File: config.mk
export PLATFORM = sky130hd
export DESIGN_NAME = image_rom_scanner_flat
export DESIGN_NICKNAME = d
export VERILOG_FILES = /design/src/rtl/image_rom_scanner_pkg.sv /design/src/rtl/image_rom_scanner_if.sv /design/src/rtl/image_rom_scanner_pix_fifo.sv /design/src/rtl/image_rom_scanner.sv /design/src/flat_wrapper.sv
export SDC_FILE = /design/constraint.sdc
export NUM_CORES = 1
export LEC_CHECK = 0
export ABC_CLOCK_PERIOD_IN_PS = 4350
export CORE_ASPECT_RATIO = 1.2
export CORE_MARGIN = 5
export CORE_UTILIZATION = 45
export CTS_BUF_LIST = sky130_fd_sc_hd__clkbuf_16
export DETAILED_ROUTE_END_ITERATION = 12
export DONT_BUFFER_PORTS = 1
export PLACE_DENSITY = 0.7
export SYNTH_ARGS = -nofsm -noshare
export SYNTH_HDL_FRONTEND = slang
export SYNTH_HIERARCHICAL = 1
export SYNTH_SLANG_ARGS = --single-unit
File: constraint.sdc
create_clock -name i_clk -period 4.35 [get_ports i_clk]
set_clock_uncertainty 0.2 [all_clocks]
set_input_delay 0.6525 -clock i_clk [delete_from_list [all_inputs] [get_ports i_clk]]
set_output_delay 0.6525 -clock i_clk [all_outputs]
set_load 0.02 [all_outputs]
File: src/rtl/image_rom_scanner_pkg.sv
// Shared image constants, scanner state encoding and the per-pixel flag layout.
package image_rom_scanner_pkg;

  localparam int DEF_IMG_WIDTH  = 320;
  localparam int DEF_IMG_HEIGHT = 156;
  localparam int DEF_DATA_WIDTH = 8;

  localparam int FLAG_W = 3;

  typedef enum logic [1:0] {
    ST_IDLE  = 2'd0,
    ST_RUN   = 2'd1,
    ST_DRAIN = 2'd2
  } state_t;

  typedef struct packed {
    logic sof;
    logic eol;
    logic eof;
  } flags_t;

  // Counter width that stays legal for a range of a single value.
  function automatic int cnt_w(input int n);
    return (n > 1) ? $clog2(n) : 1;
  endfunction

endpackage

File: src/rtl/image_rom_scanner_if.sv
// ROM read port plus the outgoing valid/ready pixel stream with frame/line markers.
interface image_rom_scanner_if #(
  parameter int ADDR_WIDTH = 17,
  parameter int DATA_WIDTH = 8
);
  logic                  rom_en;
  logic [ADDR_WIDTH-1:0] rom_addr;
  logic [DATA_WIDTH-1:0] rom_data;
  logic [DATA_WIDTH-1:0] m_data;
  logic                  m_valid;
  logic                  m_ready;
  logic                  m_sof;
  logic                  m_eol;
  logic                  m_eof;

  modport master (
    output rom_en, rom_addr, m_data, m_valid, m_sof, m_eol, m_eof,
    input  rom_data, m_ready
  );

  modport slave (
    input  rom_en, rom_addr, m_data, m_valid, m_sof, m_eol, m_eof,
    output rom_data, m_ready
  );
endinterface

File: src/rtl/image_rom_scanner_pix_fifo.sv
// Show-ahead synchronous FIFO, 0-cycle read of head, 1-cycle write-to-visible.
// A write is accepted while full only when the head is popped in the same cycle.
module pix_fifo
  import image_rom_scanner_pkg::*;
#(
  parameter int DEPTH = 4,
  parameter int WIDTH = 11,
  parameter int CW    = cnt_w(DEPTH + 1)
) (
  input  logic             i_clk,
  input  logic             i_rst,
  input  logic             i_wr_vld,
  input  logic [WIDTH-1:0] i_wr_dat,
  input  logic             i_rd_rdy,
  output logic [WIDTH-1:0] o_rd_dat,
  output logic [CW-1:0]    o_count,
  output logic             o_empty
);
  localparam int             PW     = cnt_w(DEPTH);
  localparam logic [PW-1:0]  P_LAST = PW'(DEPTH - 1);
  localparam logic [CW-1:0]  C_FULL = CW'(DEPTH);

  logic [WIDTH-1:0] r_mem [DEPTH];
  logic [PW-1:0]    r_wr_ptr;
  logic [PW-1:0]    r_rd_ptr;
  logic [CW-1:0]    r_count;
  logic             w_rd;
  logic             w_wr;

  assign w_rd = i_rd_rdy && (r_count != '0);
  assign w_wr = i_wr_vld && ((r_count != C_FULL) || w_rd);

  always_ff @(posedge i_clk) begin
    if (w_wr) r_mem[r_wr_ptr] <= i_wr_dat;
  end

  always_ff @(posedge i_clk or posedge i_rst) begin
    if (i_rst) begin
      r_wr_ptr <= '0;
      r_rd_ptr <= '0;
      r_count  <= '0;
    end else begin
      if (w_wr) r_wr_ptr <= (r_wr_ptr == P_LAST) ? '0 : r_wr_ptr + PW'(1);
      if (w_rd) r_rd_ptr <= (r_rd_ptr == P_LAST) ? '0 : r_rd_ptr + PW'(1);
      if (w_wr && !w_rd)      r_count <= r_count + CW'(1);
      else if (!w_wr && w_rd) r_count <= r_count - CW'(1);
    end
  end

  assign o_rd_dat = r_mem[r_rd_ptr];
  assign o_count  = r_count;
  assign o_empty  = (r_count == '0);

endmodule

File: src/rtl/image_rom_scanner.sv
// Raster-order ROM reader feeding a valid/ready pixel stream; first pixel 3 cycles after start.
// Reads are issued only against free FIFO credit, so back-pressure never drops or repeats pixels.
module image_rom_scanner
  import image_rom_scanner_pkg::*;
#(
  parameter int ADDR_WIDTH = 17,
  parameter int DATA_WIDTH = DEF_DATA_WIDTH,
  parameter int IMG_WIDTH  = DEF_IMG_WIDTH,
  parameter int IMG_HEIGHT = DEF_IMG_HEIGHT,
  parameter int BASE_ADDR  = 0,
  parameter int FIFO_DEPTH = 4
) (
  input  logic i_clk,
  input  logic i_rst,
  input  logic i_start,
  input  logic i_continuous,
  output logic o_busy,
  output logic o_done,
  image_rom_scanner_if.master bus
);
  localparam int XW = cnt_w(IMG_WIDTH);
  localparam int YW = cnt_w(IMG_HEIGHT);
  localparam int CW = cnt_w(FIFO_DEPTH + 1);
  localparam int FW = DATA_WIDTH + FLAG_W;
  localparam logic [XW-1:0]         X_LAST  = XW'(IMG_WIDTH - 1);
  localparam logic [YW-1:0]         Y_LAST  = YW'(IMG_HEIGHT - 1);
  localparam logic [ADDR_WIDTH-1:0] A_BASE  = ADDR_WIDTH'(BASE_ADDR);
  localparam logic [CW:0]           CREDITS = (CW + 1)'(FIFO_DEPTH);

  state_t                r_state;
  state_t                w_state_nxt;
  logic [XW-1:0]         r_x;
  logic [YW-1:0]         r_y;
  logic [ADDR_WIDTH-1:0] r_addr;
  logic                  r_rd_vld;
  flags_t                r_rd_flags;
  logic                  r_done;

  logic                  w_last_x;
  logic                  w_last_y;
  logic                  w_last_pix;
  logic                  w_issue;
  flags_t                w_issue_flags;
  logic [CW-1:0]         w_count;
  logic [CW:0]           w_used;
  logic                  w_empty;
  logic [FW-1:0]         w_head;
  flags_t                w_head_flags;
  logic                  w_pop;
  logic                  w_eof_pop;
  logic                  w_final_pop;

  assign w_last_x   = (r_x == X_LAST);
  assign w_last_y   = (r_y == Y_LAST);
  assign w_last_pix = w_last_x && w_last_y;

  // Credit: buffered entries plus the read still in the ROM pipeline.
  assign w_used  = {1'b0, w_count} + {{CW{1'b0}}, r_rd_vld};
  assign w_issue = (r_state == ST_RUN) && (w_used < CREDITS);

  assign w_issue_flags.sof = (r_x == '0) && (r_y == '0);
  assign w_issue_flags.eol = w_last_x;
  assign w_issue_flags.eof = w_last_pix;

  pix_fifo #(
    .DEPTH (FIFO_DEPTH),
    .WIDTH (FW),
    .CW    (CW)
  ) u_fifo (
    .i_clk    (i_clk),
    .i_rst    (i_rst),
    .i_wr_vld (r_rd_vld),
    .i_wr_dat ({bus.rom_data, r_rd_flags}),
    .i_rd_rdy (bus.m_ready),
    .o_rd_dat (w_head),
    .o_count  (w_count),
    .o_empty  (w_empty)
  );

  assign w_head_flags = flags_t'(w_head[FLAG_W-1:0]);
  assign w_pop        = !w_empty && bus.m_ready;
  assign w_eof_pop    = w_pop && w_head_flags.eof;
  // In DRAIN the last outstanding pixel is the one closing the frame.
  assign w_final_pop  = w_eof_pop && (w_count == CW'(1)) && !r_rd_vld;

  always_ff @(posedge i_clk or posedge i_rst) begin
    if (i_rst) r_state <= ST_IDLE;
    else       r_state <= w_state_nxt;
  end

  always_comb begin
    w_state_nxt = r_state;
    case (r_state)
      ST_IDLE:  if (i_start) w_state_nxt = ST_RUN;
      ST_RUN:   if (w_issue && w_last_pix && !i_continuous) w_state_nxt = ST_DRAIN;
      ST_DRAIN: if (w_final_pop) w_state_nxt = ST_IDLE;
      default:  w_state_nxt = ST_IDLE;
    endcase
  end

  always_ff @(posedge i_clk or posedge i_rst) begin
    if (i_rst) begin
      r_x    <= '0;
      r_y    <= '0;
      r_addr <= '0;
    end else if ((r_state == ST_IDLE) && i_start) begin
      r_x    <= '0;
      r_y    <= '0;
      r_addr <= A_BASE;
    end else if (w_issue) begin
      r_x    <= w_last_x ? '0 : r_x + XW'(1);
      if (w_last_x) r_y <= w_last_y ? '0 : r_y + YW'(1);
      r_addr <= w_last_pix ? A_BASE : r_addr + ADDR_WIDTH'(1);
    end
  end

  always_ff @(posedge i_clk or posedge i_rst) begin
    if (i_rst) begin
      r_rd_vld   <= 1'b0;
      r_rd_flags <= '0;
      r_done     <= 1'b0;
    end else begin
      r_rd_vld   <= w_issue;
      r_rd_flags <= w_issue_flags;
      r_done     <= w_eof_pop;
    end
  end

  assign bus.rom_en   = w_issue;
  assign bus.rom_addr = r_addr;
  assign bus.m_valid  = !w_empty;
  assign bus.m_data   = w_empty ? '0 : w_head[FW-1:FLAG_W];
  assign bus.m_sof    = !w_empty && w_head_flags.sof;
  assign bus.m_eol    = !w_empty && w_head_flags.eol;
  assign bus.m_eof    = !w_empty && w_head_flags.eof;
  assign o_busy       = (r_state != ST_IDLE);
  assign o_done       = r_done;

endmodule

File: src/flat_wrapper.sv
// flat-port wrapper written by rule: the top's interface ports become plain ports
module image_rom_scanner_flat import image_rom_scanner_pkg::*;
#(
  parameter int ADDR_WIDTH = 17,
  parameter int DATA_WIDTH = DEF_DATA_WIDTH,
  parameter int IMG_WIDTH  = DEF_IMG_WIDTH,
  parameter int IMG_HEIGHT = DEF_IMG_HEIGHT,
  parameter int BASE_ADDR  = 0,
  parameter int FIFO_DEPTH = 4
)
  (i_clk, i_rst, i_start, i_continuous, o_busy, o_done, bus_rom_en, bus_rom_addr, bus_m_data, bus_m_valid, bus_m_sof, bus_m_eol, bus_m_eof, bus_rom_data, bus_m_ready);
  image_rom_scanner_if #(.ADDR_WIDTH(ADDR_WIDTH), .DATA_WIDTH(DATA_WIDTH)) bus_i ();
  input  logic i_clk;
  input  logic i_rst;
  input  logic i_start;
  input  logic i_continuous;
  output logic o_busy;
  output logic o_done;
  output wire logic [$bits(bus_i.rom_en)-1:0] bus_rom_en;
  output wire logic [$bits(bus_i.rom_addr)-1:0] bus_rom_addr;
  output wire logic [$bits(bus_i.m_data)-1:0] bus_m_data;
  output wire logic [$bits(bus_i.m_valid)-1:0] bus_m_valid;
  output wire logic [$bits(bus_i.m_sof)-1:0] bus_m_sof;
  output wire logic [$bits(bus_i.m_eol)-1:0] bus_m_eol;
  output wire logic [$bits(bus_i.m_eof)-1:0] bus_m_eof;
  input wire logic [$bits(bus_i.rom_data)-1:0] bus_rom_data;
  input wire logic [$bits(bus_i.m_ready)-1:0] bus_m_ready;
  assign bus_rom_en = bus_i.rom_en;
  assign bus_rom_addr = bus_i.rom_addr;
  assign bus_m_data = bus_i.m_data;
  assign bus_m_valid = bus_i.m_valid;
  assign bus_m_sof = bus_i.m_sof;
  assign bus_m_eol = bus_i.m_eol;
  assign bus_m_eof = bus_i.m_eof;
  assign bus_i.rom_data = bus_rom_data;
  assign bus_i.m_ready = bus_m_ready;
  image_rom_scanner #(.ADDR_WIDTH(ADDR_WIDTH), .DATA_WIDTH(DATA_WIDTH), .IMG_WIDTH(IMG_WIDTH), .IMG_HEIGHT(IMG_HEIGHT), .BASE_ADDR(BASE_ADDR), .FIFO_DEPTH(FIFO_DEPTH)) u_core (.i_clk(i_clk), .i_rst(i_rst), .i_start(i_start), .i_continuous(i_continuous), .o_busy(o_busy), .o_done(o_done), .bus(bus_i));
endmodule
==> impl_metrics.ini, run 1 <==
[detailed_routing]
first_pass_iters = 5
drtAntennaViolNets = 0
via_per_inst = 5.69
post-route-drc-count = 0
wl_met2_mm = 4.34
m1WireLength_mm = 3.37
drt-initial-drc-count = 95
num_vias = 2613
highest_layer = met4
wl_met3_um = 664
finalWirelength_mm = 8.46
wl_per_cell_um = 18.4

[timing]
report.final.slew_viol_count = 0
setup_viol = 0
hold_viol_final = 0
setup_tns_ps = 0
tightest_slew_ps = 806
clock.fmax_mhz = 349
layout_worst_path_cycle_share_pct = 66.0
relSlewSlack_pct = 46.3
post-route-min-period_ps = 2870
rsz0062_at_grt = no

[setup_path]
path_cells = mux4_2 > nor2b_1
slowest_stage = dfrtp_1
cp.arrival_ps = 2020
cp_top_family = flip-flops
critPathLaunchType = flop
r2r-start = u_core/r_y[1]
end_kind = output port
cp-endpoint = bus_m_data[7]
slowest_delay_ps = 870
r2r_setup_slack_ps = 1760
rr_endpoint = u_core/bus.rom_addr[8]
reg2reg_depth = 6
path_class = flop to output port
critPathRequiredTime_ps = 3500
crit_fanout = 14
crit_path_start = u_core/u_fifo/r_rd_ptr[0]
crit_buf_inv = 0
path_depth = 2

[clock_network]
htreeDepth = 3
cts_buffers = 9
ctsResizeCount = 0
cts_buffer_depth = 2
clk_latency_ps = 340
cts_tree = yes
cts_root_buf = clkbuf_16
clock-sinks = 92
clk_pin_slew_ps = 60

[pwr]
peakVddDrop_mv = 0.252
p_switching_mw = 1.08
p_int_mw = 1.86
power_frac_comb_pct = 30.0
leakagePower_nw = 1.82
power_frac_seq_pct = 46.1
p_clk_share_pct = 23.8
powerDensity_nw_per_um2 = 631
swShare_pct = 36.7

[floorplanning]
fp.dieH_um = 116
dieWidth_um = 98.7
start_util_pct = 46.6
core_area_sq_um = 9130
die_area_sq_um = 11500
num_rows = 38
ios = 45

[layout]
n_antenna_cell = 0
fin_nets = 359
final-instance-count-excl-fill = 459
area_growth_pct = 9.74
nFillCells = 805
layout-drive-gt1-share_pct = 14.2

[synthesis]
async_flop_share_pct = 52.2
synthAdderAreaFrac_pct = 3.71
avgSynthCellArea_sq_um = 13.0
synth_flop_cell = dfrtp_1
yosys.area_share.simple_pct = 16.7
ys_types = 53
synth_warnings = 6
syn_area_sq_um = 4250
synthMuxAreaShare_pct = 7.59
synth_seq_cells = 92
synth_top_family_by_area = simple AND/OR/NAND/NOR gates
ys_seq_area_share_pct = 59.3
syn-num-nets = 351
synth-xor-area-share_pct = 4.74
synth-compound-area-share_pct = 5.42
syn_inst = 326
synth_edf_count = 44

[run_status]
outcome = completed

[placed_design]
dp_hpwl_mm = 5.97
portBuffers = 0
dp_cells = 442
globalplace.congestion = 0.905

[global_route]
grt_util_all_layers_pct = 15.6
grt_pass1_wl_mm = 13.9
grt_pass1_vias = 2781
grt_max_degree = 25
gr-total-overflow = 0
antenna_found_initial = 0

[hold_path]
min-delay-path-class = input port to async pin

[job]
maxCapViolCount = 0
[registers in the layout, indices dropped and copies added (netlist names)]
register                flops
u_core/u_fifo/r_wr_ptr      2
u_core/r_y                  8
u_core/u_fifo/r_mem        44
u_core/u_fifo/r_rd_ptr      2
u_core/r_state              2
u_core/r_x                  9
u_core/r_rd_vld             1
u_core/bus.rom_addr        17
u_core/o_done               1
u_core/u_fifo/o_count       3
u_core/r_rd_flags           3
[worst reg2reg max path: cells and delay by family, from the launching register on]
family,cells,cell delay [ps]
AOI/OAI and AO/OA,1,650
DFF,1,410
adders and majority gates,1,240
and+or+nand+nor,4,930
[power by group through the flow]
stage	clock network (mW)	logic, mW	registers, mW
CTS	0.713	0.898	1.36
detailed placement	0	0.893	1.38
global route	0.764	0.971	1.39
global placement	0	0.868	1.36
floorplan	0	0.772	1.28
finish	0.702	0.884	1.36
[routing by layer]
layer	up-vias	GRT usage, %
met5	-	0
met4	0	5.37
met3	10	5.62
met2	92	26.6
met1	1301	18.5
li1	1210	-
[synthesized netlist by cell type (3+ instances only)]
cell	instances	area, sq um
or4_1	3	22.5
nor4b_1	3	26.3
a31oi_1	3	18.8
and3_1	4	25.0
nor2_1	28	105
o31ai_1	4	30.0
nand3_1	16	80.1
and2_1	6	37.5
nand4_1	12	75.1
inv_1	15	56.3
dfrtp_1	48	1200
a21oi_1	8	40.0
nand2_1	17	63.8
xnor2_1	11	96.3
nor2b_1	11	68.8
nor3_1	9	45.0
edfxtp_1	44	1320
ha_1	11	138
clkbuf_1	3	11.3
nor4_1	3	18.8
mux2_2	4	45.0
xor2_1	12	105
o21ai_0	7	35.0
mux4_2	11	248
[area by class of cell]
class	count	area, sq um	area share, %
sequential	92	2520	54.1
multi-input combinational	210	1620	34.7
clock buffer	9	225	4.83
tap	120	150	3.22
inverter	17	68.8	1.48
clock inverter	7	45.0	0.966
timing repair buffer	4	32.5	0.697
[stage by stage]
| step | power, mW | instance area [sq um] | setup slack, ps | util [%] | hold slack (ps) |
|---|---|---|---|---|---|
| floorplan | 2.05 | 4250 | 2070 | - | 255 |
| global placement | 2.23 | 4380 | 1820 | 48.0 | 271 |
| detailed placement | 2.27 | 4380 | 1790 | 48.0 | 289 |
| CTS | 2.97 | 4660 | 1430 | 51.1 | 128 |
| global route | 3.13 | 4660 | 1350 | 51.1 | 170 |
| finish | 2.94 | 4660 | 1480 | 51.1 | 120 |
[logic make-up after synthesis]
| kind of cell | Yosys count |
|---|---|
| XOR/XNOR | 23 |
| flip-flops | 92 |
| AND/OR/NAND/NOR | 126 |
| adder cells (fa/ha/maj) | 12 |
| AO/OA/AOI/OAI | 32 |
| multiplexers | 17 |
| buffers and inverters | 24 |
[placed cells by master, fill, tap and decap left out, drive strengths merged, types with 2 or more instances in the layout]
master	netlist	final
mux4	11	11
nor2b	11	11
nand3	16	16
nand2b	2	2
ha	11	11
edfxtp	44	44
a21oi	10	10
and4	3	3
nand4	13	13
mux2	6	6
xor2	12	12
dfrtp	48	48
o21ai	8	8
nor3b	2	2
and3	4	4
clkbuf	3	9
or3	3	3
inv	16	17
nor4b	3	3
nor2	28	28
clkinv	1	5
xnor2	11	11
nor4	4	4
and2	6	6
nand2	17	17
o31ai	4	4
or4	4	4
nor3	9	9
buf	4	3
a31oi	3	3
clkinvlp	0	2
[repair_timing]
| action | CTS | global route |
|---|---|---|
| hold buffers | 1 | 0 |
| setup buffers | 0 | 0 |
| hold endpoints to repair | 7 | 0 |
[worst min path at each step]
| stage | startpoint | slack (ps) | endpoint |
|---|---|---|---|
| 6_report | i_rst | 120 | u_core/r_rd_flags[0] |
| 5_1_grt | i_rst | 170 | u_core/r_x[3] |
| 3_3_place_gp | u_core/r_rd_flags[1] | 270 | u_core/u_fifo/r_mem[2][1] |
| 2_1_floorplan | u_core/r_rd_flags[0] | 250 | u_core/u_fifo/r_mem[0][0] |
| 4_1_cts | i_rst | 130 | u_core/r_x[2] |
| 3_5_place_dp | u_core/r_rd_flags[0] | 290 | u_core/u_fifo/r_mem[2][0] |
Note: power is estimated with default switching activity, not from simulation.
==> run 2: changes to the inputs <==
- ABC_CLOCK_PERIOD_IN_PS: 4350 -> 2730
- clock period: 4.35 -> 2.73 ns (I/O delays scaled with it)
==> run 2 against run 1 <==
Wire length fell by 2.8%. Global-route usage fell by 0.43 points. Final area up 3.5%. Critical path depth rose by 1. Via count up 0.77%. Sequential cell count unchanged. Non-clock buffer count grew 15. Sequential power up 57%. Critical path type unchanged. Critical endpoint is now bus_m_data[5]. Largest cell class unchanged.
==> impl_metrics.ini, run 2 (synthesized netlist as in run 1, its figures left out) <==
[detailed_routing]
post-route-drc-count = 0
highest_layer = met4
first_pass_iters = 4
via_per_inst = 5.55
m1WireLength_mm = 3.51
finalWirelength_mm = 8.22
num_vias = 2633
wl_per_cell_um = 17.3
drtAntennaViolNets = 0
drt-initial-drc-count = 90
wl_met3_um = 534
wl_met2_mm = 4.12

[global_route]
grt_pass1_wl_mm = 13.6
grt_util_all_layers_pct = 15.2
gr-total-overflow = 0
grt_max_degree = 42
antenna_found_initial = 0
grt_pass1_vias = 2656

[layout]
max_flop_register = u_core/u_fifo/r_mem
n_antenna_cell = 0
area_growth_pct = 13.6
final_cell_area_sq_um = 4830
fin_nets = 374
final_cell_mix = dfrtp_1, edfxtp_1, nor2_1, nand2_1, nand3_1
layout-drive-gt1-share_pct = 15.8
final-instance-count-excl-fill = 474
layout_commonest_cell = dfrtp_1
final_util_pct = 52.9
largest_reg_flops = 44

[placed_design]
globalplace.congestion = 0.833
dp_cells = 448
post_dp_cell_area_sq_um = 4430
dp_hpwl_mm = 5.72
portBuffers = 0

[floorplanning]
die_area_sq_um = 11500
fp.dieH_um = 116
dieWidth_um = 98.7
num_rows = 38
ios = 45
start_util_pct = 46.6
core_area_sq_um = 9130

[pwr]
powerDensity_nw_per_um2 = 1010
peakVddDrop_mv = 0.443
leakagePower_nw = 1.91

[timing]
setup_viol = 0
hold_viol_final = 0
clock.fmax_mhz = 388
layout_worst_path_cycle_share_pct = 94.4
rsz0062_at_grt = no
report.final.slew_viol_count = 0
post-route-min-period_ps = 2580
setup_tns_ps = 0
whs_ps = 32.3
relSlewSlack_pct = 24.6
tightest_slew_ps = 1130

[clock_network]
cts_root_buf = clkbuf_16
cts_tree = yes
cts_setup_buffers = 0
clock-sinks = 92
htreeDepth = 3
clk_latency_ps = 340
cts_buffer_depth = 2
cts_buffers = 9
clk_pin_slew_ps = 60

[setup_path]
end_kind = output port
cp.arrival_ps = 1970
critPathLaunchType = flop
reg2reg_depth = 7
critPathRequiredTime_ps = 2120
path_class = flop to output port
crit_fanout = 9

[job]
maxCapViolCount = 0

[hold_path]
holdPathStages = 2
min-delay-path-class = input port to flop

[run_status]
outcome = completed
## run 2: repair_timing
action / 4_1_cts / 5_1_grt
resized for setup: 0 / 0
hold endpoints to repair: 81 / 0
hold buffers: 10 / 0
## run 2: area by class of cell
type | instances | area [sq um]
inverters | 17 | 68.8
clock inverters | 7 | 75.1
clock buffers | 9 | 225
flip-flops and latches | 92 | 2520
repair buffers | 19 | 168
multi-input cells | 210 | 1620
well taps | 120 | 150
fillers | 789 | 4300
## run 2: per-layer routing
layer | global-route usage [%] | vias to the layer above
met5 | 0 | -
met4 | 4.46 | 0
met3 | 5.50 | 4
met2 | 25.4 | 69
met1 | 18.7 | 1311
li1 | - | 1249
## run 2: worst paths after layout
path,startpoint,endpoint,slack (ps)
max,u_core/u_fifo/r_rd_ptr[0],bus_m_data[5],150
min,i_start,u_core/r_state[0],30
max reg2reg,u_core/u_fifo/o_count[0],u_core/u_fifo/o_count[2],280
min reg2reg,u_core/r_rd_flags[2],u_core/u_fifo/r_mem[3][2],300
max in group asynchronous,i_rst,u_core/r_x[3],1500
min in group asynchronous,i_rst,u_core/u_fifo/r_wr_ptr[1],280
## run 2: report_power, final
group,leakage (nW),internal (mW),switching [mW]
Clock,0.150,0.716,0.540
Combinational,0.717,0.627,0.865
Sequential,1.05,1.78,0.356
Total,1.91,3.12,1.76
## run 2: critical path, stage by stage (launching register included)
cell,delay (ps)
dfrtp_1,630
buf_4,270
mux4_2,520
nor2b_1,210
## run 2: stage by stage
stage	setup WS [ps]	power (mW)
floorplan	503	3.27
global placement	372	3.60
detailed placement	305	3.66
CTS	93.1	4.93
global route	29.3	5.15
finish	152	4.88
